--- config.mk ---
export PLATFORM = sky130hd
export DESIGN_NAME = lfsr_bit_packer_flat
export DESIGN_NICKNAME = d
export VERILOG_FILES = /design/src/rtl/lfsr_bit_packer_pkg.sv /design/src/rtl/lfsr_bit_packer_if.sv /design/src/rtl/lfsr_bit_packer_word_fifo.sv /design/src/rtl/lfsr_bit_packer.sv /design/src/flat_wrapper.sv
export SDC_FILE = /design/constraint.sdc
export NUM_CORES = 1
export LEC_CHECK = 0
export CAP_MARGIN = 5
export CORE_UTILIZATION = 44
export CTS_CLUSTER_DIAMETER = 50
export DETAILED_ROUTE_END_ITERATION = 10
export GPL_TIMING_DRIVEN = 0
export PLACE_DENSITY_LB_ADDON = 0.12
export SETUP_SLACK_MARGIN = 0.4
export SLEW_MARGIN = 10
export SYNTH_ARGS = -nofsm -noshare
export SYNTH_HDL_FRONTEND = slang
export SYNTH_SLANG_ARGS = --single-unit
export TNS_END_PERCENT = 100
--- constraint.sdc ---
create_clock -name clk -period 2 [get_ports clk]
set_clock_uncertainty 0.05 [all_clocks]
set_input_delay 0.4 -clock clk [delete_from_list [all_inputs] [get_ports clk]]
set_output_delay 0.4 -clock clk [all_outputs]
set_load 0.01 [all_outputs]
--- src/rtl/lfsr_bit_packer_pkg.sv ---
// Shared constants and state encoding for the LFSR bit packer.
package lfsr_bit_packer_pkg;

  // Seed and feedback taps of the companion 16-bit Fibonacci LFSR (taps 0/2/3/5).
  localparam logic [15:0] SEED_VALUE = 16'hECEB;
  localparam logic [15:0] TAP_MASK   = 16'h002D;

  typedef enum logic [1:0] {
    IDLE,
    STEP,
    SAMPLE
  } packer_state_t;

endpackage

--- src/rtl/lfsr_bit_packer_if.sv ---
// Word delivery channel from the packer to its consumer (valid/ready plus occupancy).
interface lfsr_bit_packer_if #(
  parameter int WORD_W = 8,
  parameter int DEPTH  = 4
);

  localparam int CNT_W = $clog2(DEPTH) + 1;

  logic [WORD_W-1:0] word_rdata;
  logic              word_valid;
  logic              word_ready;
  logic [CNT_W-1:0]  fifo_count;

  modport master (
    output word_rdata,
    output word_valid,
    output fifo_count,
    input  word_ready
  );

  modport slave (
    input  word_rdata,
    input  word_valid,
    input  fifo_count,
    output word_ready
  );

endinterface

--- src/rtl/lfsr_bit_packer_word_fifo.sv ---
// Synchronous first-word-fall-through FIFO holding packed words.
module word_fifo #(
  parameter int WIDTH = 8,
  parameter int DEPTH = 4
) (
  input  logic                   clk,
  input  logic                   rst,
  input  logic                   push,
  input  logic [WIDTH-1:0]       push_data,
  input  logic                   pop,
  output logic [WIDTH-1:0]       head_data,
  output logic                   full,
  output logic                   empty,
  output logic [$clog2(DEPTH):0] count
);

  localparam int PTR_W = $clog2(DEPTH);
  localparam int CNT_W = PTR_W + 1;

  logic [WIDTH-1:0] mem_q [DEPTH];
  logic [WIDTH-1:0] mem_d [DEPTH];
  logic [PTR_W-1:0] wr_ptr_q, wr_ptr_d;
  logic [PTR_W-1:0] rd_ptr_q, rd_ptr_d;
  logic [CNT_W-1:0] count_q, count_d;
  logic             do_push;
  logic             do_pop;

  assign empty     = (count_q == '0);
  assign full      = (count_q == CNT_W'(DEPTH));
  assign do_push   = push && !full;
  assign do_pop    = pop && !empty;
  assign count     = count_q;
  assign head_data = empty ? '0 : mem_q[rd_ptr_q];

  // Write the new entry, advance pointers (wrapping modulo DEPTH) and track occupancy.
  always_comb begin
    mem_d    = mem_q;
    wr_ptr_d = wr_ptr_q;
    rd_ptr_d = rd_ptr_q;
    count_d  = count_q;
    if (do_push) begin
      mem_d[wr_ptr_q] = push_data;
      wr_ptr_d        = wr_ptr_q + 1'b1;
    end
    if (do_pop) begin
      rd_ptr_d = rd_ptr_q + 1'b1;
    end
    case ({do_push, do_pop})
      2'b10:   count_d = count_q + 1'b1;
      2'b01:   count_d = count_q - 1'b1;
      default: count_d = count_q;
    endcase
  end

  // Storage and pointer registers; reset discards all queued words.
  always_ff @(posedge clk or posedge rst) begin
    if (rst) begin
      for (int i = 0; i < DEPTH; i++) begin
        mem_q[i] <= '0;
      end
      wr_ptr_q <= '0;
      rd_ptr_q <= '0;
      count_q  <= '0;
    end else begin
      mem_q    <= mem_d;
      wr_ptr_q <= wr_ptr_d;
      rd_ptr_q <= rd_ptr_d;
      count_q  <= count_d;
    end
  end

endmodule

--- src/rtl/lfsr_bit_packer.sv ---
// Paces an external LFSR, packs its bits LSB-first into words and queues them for a consumer.
module lfsr_bit_packer
  import lfsr_bit_packer_pkg::*;
#(
  parameter int WORD_W = 8,
  parameter int DEPTH  = 4
) (
  input  logic              clk,
  input  logic              rst,
  input  logic              run,
  output logic              lfsr_en,
  input  logic              lfsr_bit,
  lfsr_bit_packer_if.master word_if
);

  localparam int CNT_W = $clog2(DEPTH) + 1;
  localparam int BIT_W = $clog2(WORD_W);
  localparam logic [BIT_W-1:0] LAST_BIT  = BIT_W'(WORD_W - 1);
  localparam logic [CNT_W-1:0] DEPTH_CNT = CNT_W'(DEPTH);

  packer_state_t     state_q, state_d;
  logic [BIT_W-1:0]  bit_cnt_q, bit_cnt_d;
  logic [WORD_W-2:0] acc_q, acc_d;
  logic              push;
  logic              pop;
  logic              fifo_full;
  logic              fifo_empty;
  logic [WORD_W-1:0] push_word;
  logic [CNT_W-1:0]  fifo_count;
  logic [CNT_W-1:0]  post_count;

  // The final bit of a word goes straight into the pushed word rather than the accumulator.
  assign push      = (state_q == SAMPLE) && (bit_cnt_q == LAST_BIT);
  assign push_word = {lfsr_bit, acc_q};
  assign pop       = word_if.word_valid && word_if.word_ready;

  word_fifo #(
    .WIDTH (WORD_W),
    .DEPTH (DEPTH)
  ) u_fifo (
    .clk       (clk),
    .rst       (rst),
    .push      (push),
    .push_data (push_word),
    .pop       (pop),
    .head_data (word_if.word_rdata),
    .full      (fifo_full),
    .empty     (fifo_empty),
    .count     (fifo_count)
  );

  assign word_if.word_valid = !fifo_empty;
  assign word_if.fifo_count = fifo_count;

  // Occupancy the FIFO will hold after this edge, so a new STEP is only issued into a free slot.
  always_comb begin
    post_count = fifo_count;
    if (push && !pop) begin
      post_count = fifo_count + 1'b1;
    end else if (!push && pop) begin
      post_count = fifo_count - 1'b1;
    end
  end

  // STEP/SAMPLE pacing: one enable pulse per bit, sampled the cycle after the LFSR advances.
  always_comb begin
    state_d   = state_q;
    bit_cnt_d = bit_cnt_q;
    acc_d     = acc_q;
    lfsr_en   = 1'b0;
    case (state_q)
      IDLE: begin
        if (run && !fifo_full) begin
          state_d = STEP;
        end
      end
      STEP: begin
        lfsr_en = 1'b1;
        state_d = SAMPLE;
      end
      SAMPLE: begin
        if (push) begin
          bit_cnt_d = '0;
        end else begin
          acc_d[bit_cnt_q] = lfsr_bit;
          bit_cnt_d        = bit_cnt_q + 1'b1;
        end
        state_d = (run && (post_count < DEPTH_CNT)) ? STEP : IDLE;
      end
      default: state_d = IDLE;
    endcase
  end

  // FSM, bit counter and partial-word accumulator; a paused word is held here until run returns.
  always_ff @(posedge clk or posedge rst) begin
    if (rst) begin
      state_q   <= IDLE;
      bit_cnt_q <= '0;
      acc_q     <= '0;
    end else begin
      state_q   <= state_d;
      bit_cnt_q <= bit_cnt_d;
      acc_q     <= acc_d;
    end
  end

endmodule
--- src/flat_wrapper.sv ---
// flat-port wrapper written by rule: the top's interface ports become plain ports
module lfsr_bit_packer_flat import lfsr_bit_packer_pkg::*;
#(
  parameter int WORD_W = 8,
  parameter int DEPTH  = 4
)
  (clk, rst, run, lfsr_en, lfsr_bit, word_if_word_rdata, word_if_word_valid, word_if_fifo_count, word_if_word_ready);
  lfsr_bit_packer_if #(.WORD_W(WORD_W), .DEPTH(DEPTH)) word_if_i ();
  input  logic clk;
  input  logic rst;
  input  logic run;
  output logic lfsr_en;
  input  logic lfsr_bit;
  output wire logic [$bits(word_if_i.word_rdata)-1:0] word_if_word_rdata;
  output wire logic [$bits(word_if_i.word_valid)-1:0] word_if_word_valid;
  output wire logic [$bits(word_if_i.fifo_count)-1:0] word_if_fifo_count;
  input wire logic [$bits(word_if_i.word_ready)-1:0] word_if_word_ready;
  assign word_if_word_rdata = word_if_i.word_rdata;
  assign word_if_word_valid = word_if_i.word_valid;
  assign word_if_fifo_count = word_if_i.fifo_count;
  assign word_if_i.word_ready = word_if_word_ready;
  lfsr_bit_packer #(.WORD_W(WORD_W), .DEPTH(DEPTH)) u_core (.clk(clk), .rst(rst), .run(run), .lfsr_en(lfsr_en), .lfsr_bit(lfsr_bit), .word_if(word_if_i));
endmodule
==> flow_metrics.tcl, run 1 <==
set metrics [dict create \
    run_status "finished, violations left" \
    violations "negative setup slack" \
    die_height_um 77.04 \
    reg2reg_from "u_core.bit_cnt_q[1]$_DFFE_PP0P_" \
    drv_slew 0 \
    first_pass_iters 4 \
    hold_path_end "u_core.u_fifo.mem_q[22]$_DFFE_PP0P_" \
    yosysWarnings 0 \
    critical-path-max-stage-delay_ps 510 \
    worst_slew_pin_slew_ps 1077 \
    finalSetupViolCount 8 \
    grt_max_degree 52 \
    cts_buffers 5 \
    busiest_layer "met2" \
    synth_flop_cell "dfrtp_1" \
    grt_usage_pct 21.43 \
    pre_cts_ws_ps -292.8 \
    nFillCells 370 \
    startpoint_type "flop" \
    finalCritPeriodShare_pct 104.7 \
    cts.sink_count 51 \
    grt_antenna_before_repair 0 \
    routedWlPerCell_um 18.45 \
    syn_avg_cell_area_um2 13.32 \
    endpoint_kind "output port" \
    synthesis.nets 201 \
    synthTopCellsByCount "dfrtp_1 (51), mux2_2 (38), nand2_1 (11)" \
    grt-ovfl-total 0 \
    rrSetupSlack_ps 30 \
    final_area_mm2 0.003573 \
    path_class "flop to output port" \
    root_buffer "clkbuf_8" \
    synthArstFlopShare_pct 100.0 \
    io_pins 18 \
    num_rows 26 \
    post-route-drc-count 0 \
    fin_nets 256 \
    critPathTopFamily "multiplexers" \
    reg2reg_depth 11 \
    fin_ws_ps -93.59 \
    drive_gt1_share_pct 60.33 \
    syn_area_mm2 0.002477 \
    timing.critical_path.buf_inv 2 \
    fin_util_pct 67.81 \
    crit_path_max_fanout 5 \
    min-delay-start "u_core.u_fifo.mem_q[22]$_DFFE_PP0P_" \
    grt_pass1_wl_mm 9.535 \
    die_w_um 77.04 \
    p_per_area_mw_per_mm2 1201 \
    drt-vias-per-instance 5.304 \
    gp_congestion 0.8087 \
    synthCells 186 \
    synth_edf_count 0 \
    max_cap_viol_count 0 \
    cts_tree "done" \
    clk_latency_ps 310 \
    synth_top_area_share_pct 51.52 \
    syn2layout_area_growth_pct 44.24 \
    use_met2_pct 38.48 \
    required_ps 1550 \
    ys_seq_area_share_pct 51.52 \
    dp_hpwl_mm 3.132 \
    grt_util_met3_pct 4.286 \
    h-tree-depth 2 \
    synth.most_common_cell "dfrtp_1" \
    vias 1655 \
    worstPathCellList "buf_8, mux4_2, and2_4, buf_6" \
    worst_r2r_endpoint "u_core.u_fifo.count[2]$_DFFE_PP0P_" \
    synth_area_leaders "dfrtp_1 (52%), mux2_2 (17%), mux4_2 (7.3%)" \
    antenna_left 0 \
    initial_core_util_pct 47.01 \
    core_mm2 0.005270 \
    holdPathStages 1 \
    finalSetupTns_ps -622.2 \
    diodes 0 \
    synth_top_area_cell "dfrtp_1" \
    totalWireLength_mm 5.756 \
    min_path_type "flop to flop" \
    met1_usage_pct 25.80 \
    relSlewSlack_pct 28.04 \
    worst_ir_drop_vdd_mv 0.7958 \
    synth_seq_cells 51 \
    post-route-min-period_ps 2094 \
    critical_path.slowest_cell "mux4_2" \
    placed_area_mm2 0.002791 \
    grt_setup_unrepaired "true" \
    hold_violations 0 \
    grt_pass1_vias 1818 \
    drt_iter0_drc 72 \
    clock_path_buffers 2 \
    cp.arrival_ps 1640 \
    max_freq_mhz 477.6 \
    p_leak_nw 1.713 \
    clk_pin_slew_ps 100 \
    dieArea_mm2 0.005934 \
    ys_types 31 \
    port_buffers 17 \
]
## sequential cells by signal, summed over array words and instances, names as in the netlist
register / cells
u_core.u_fifo.wr_ptr_q: 2
u_core.u_fifo.mem_q: 32
u_core.bit_cnt_q: 3
u_core.state_q: 2
u_core.u_fifo.rd_ptr_q: 2
u_core.u_fifo.count: 3
u_core.acc_q: 7
## worst reg2reg max path: cells and delay by family (launching register included)
kind	cells	cell delay [ps]
fa+ha+maj	3	470
compound gates	1	180
flops	1	370
mux	1	160
buf+inv	3	290
xor+xnor	1	130
simple gates	2	230
## placed cells by master, fill, tap and decap left out, types with 2 or more instances in the layout
cell type / instances
ha_1: 6
a21o_1: 2
o21ai_2: 2
clkbuf_2: 4
nand2_1: 6
inv_1: 3
nand2b_1: 2
buf_6: 19
dfrtp_1: 48
nor2b_1: 3
clkbuf_8: 5
mux4_2: 8
nand2_2: 5
nor2_1: 4
and2_4: 8
buf_8: 2
buf_4: 16
xnor2_2: 3
o21ai_1: 2
ha_4: 3
mux2_4: 39
clkinvlp_4: 3
dfrtp_2: 3
nand2b_4: 3
xnor2_1: 2
buf_12: 5
inv_2: 3
nand2_8: 4
clkdlybuf4s50_1: 4
## routing by layer
layer  routed length, µm  up-vias
li1                    -      762
met4                 125        0
met5                   0        -
met1                2459      851
met2                3008       31
met3                 162       11
## worst max-delay path by stage
stage                                                     start                                 end  slack [ps]  cells after the start
after floorplan                 u_core.bit_cnt_q[1]$_DFFE_PP0P_  u_core.u_fifo.count[2]$_DFFE_PP0P_          90                     10
after global placement    u_core.u_fifo.rd_ptr_q[1]$_DFFE_PP0P_               word_if_word_rdata[2]        -300                      4
after detailed placement  u_core.u_fifo.rd_ptr_q[1]$_DFFE_PP0P_               word_if_word_rdata[2]        -290                      4
after CTS                 u_core.u_fifo.rd_ptr_q[0]$_DFFE_PP0P_               word_if_word_rdata[2]        -130                      4
after global routing      u_core.u_fifo.rd_ptr_q[0]$_DFFE_PP0P_               word_if_word_rdata[6]        -140                      4
final                     u_core.u_fifo.rd_ptr_q[0]$_DFFE_PP0P_               word_if_word_rdata[6]         -90                      4
## through the flow
step                      instances  total power, mW  hold WS (ps)
after floorplan                 186            2.462         398.7
after global placement          273            2.804         420.7
after detailed placement        273            2.883         430.1
after CTS                       304            4.101         463.7
after global routing            312            4.553         483.5
final                           312            4.292         466.4
## layout make-up
| cell class | instances | area [µm²] | share of cell area (%) |
|---|---|---|---|
| Buffer | 5 | 50.05 | 1.401 |
| Tap cell | 70 | 87.58 | 2.451 |
| Inverter | 8 | 36.28 | 1.015 |
| Clock buffer | 5 | 68.82 | 1.926 |
| Timing Repair Buffer | 48 | 511.7 | 14.32 |
| Clock inverter | 3 | 20.02 | 0.5602 |
| Sequential cell | 51 | 1280 | 35.82 |
| Multi-Input combinational cell | 122 | 1519 | 42.51 |
## logic make-up (layout without fill, tap and decap cells)
group	Yosys count	in the layout	share of synthesized area [%]
flops	51	51	51.51
xor+xnor	6	6	2.121
simple gates	43	43	9.545
buf+inv	13	69	2.121
mux	48	48	25.40
compound gates	15	15	4.243
fa+ha+maj	10	10	5.051
## power breakdown
group          switching, mW  leakage [nW]  internal (mW)
Sequential             0.254         0.664           1.31
Combinational          0.908          1.01           1.24
Clock                  0.345        0.0402          0.244
Total                   1.51          1.71           2.79
## timing repair
action	CTS	global route
endpoints found under the setup margin	59	59
buffers inserted	21	8
pin swaps	20	16
endpoints found under the hold margin	0	0
cloned	2	0
resized for setup	125	28
hold buffers	0	0
(Power assumes the default switching activity.)
==> inputs of run 2 (changes only) <==
--- a/config.mk
+++ b/config.mk
@@ -10,6 +10,7 @@
 export CTS_CLUSTER_DIAMETER = 50
 export DETAILED_ROUTE_END_ITERATION = 10
 export GPL_TIMING_DRIVEN = 0
+export HOLD_SLACK_MARGIN = 0.02
 export PLACE_DENSITY_LB_ADDON = 0.12
 export SETUP_SLACK_MARGIN = 0.4
 export SLEW_MARGIN = 10
==> results of run 2 <==
Same layout as run 1: the final DEF is identical, and so are final timing and power.
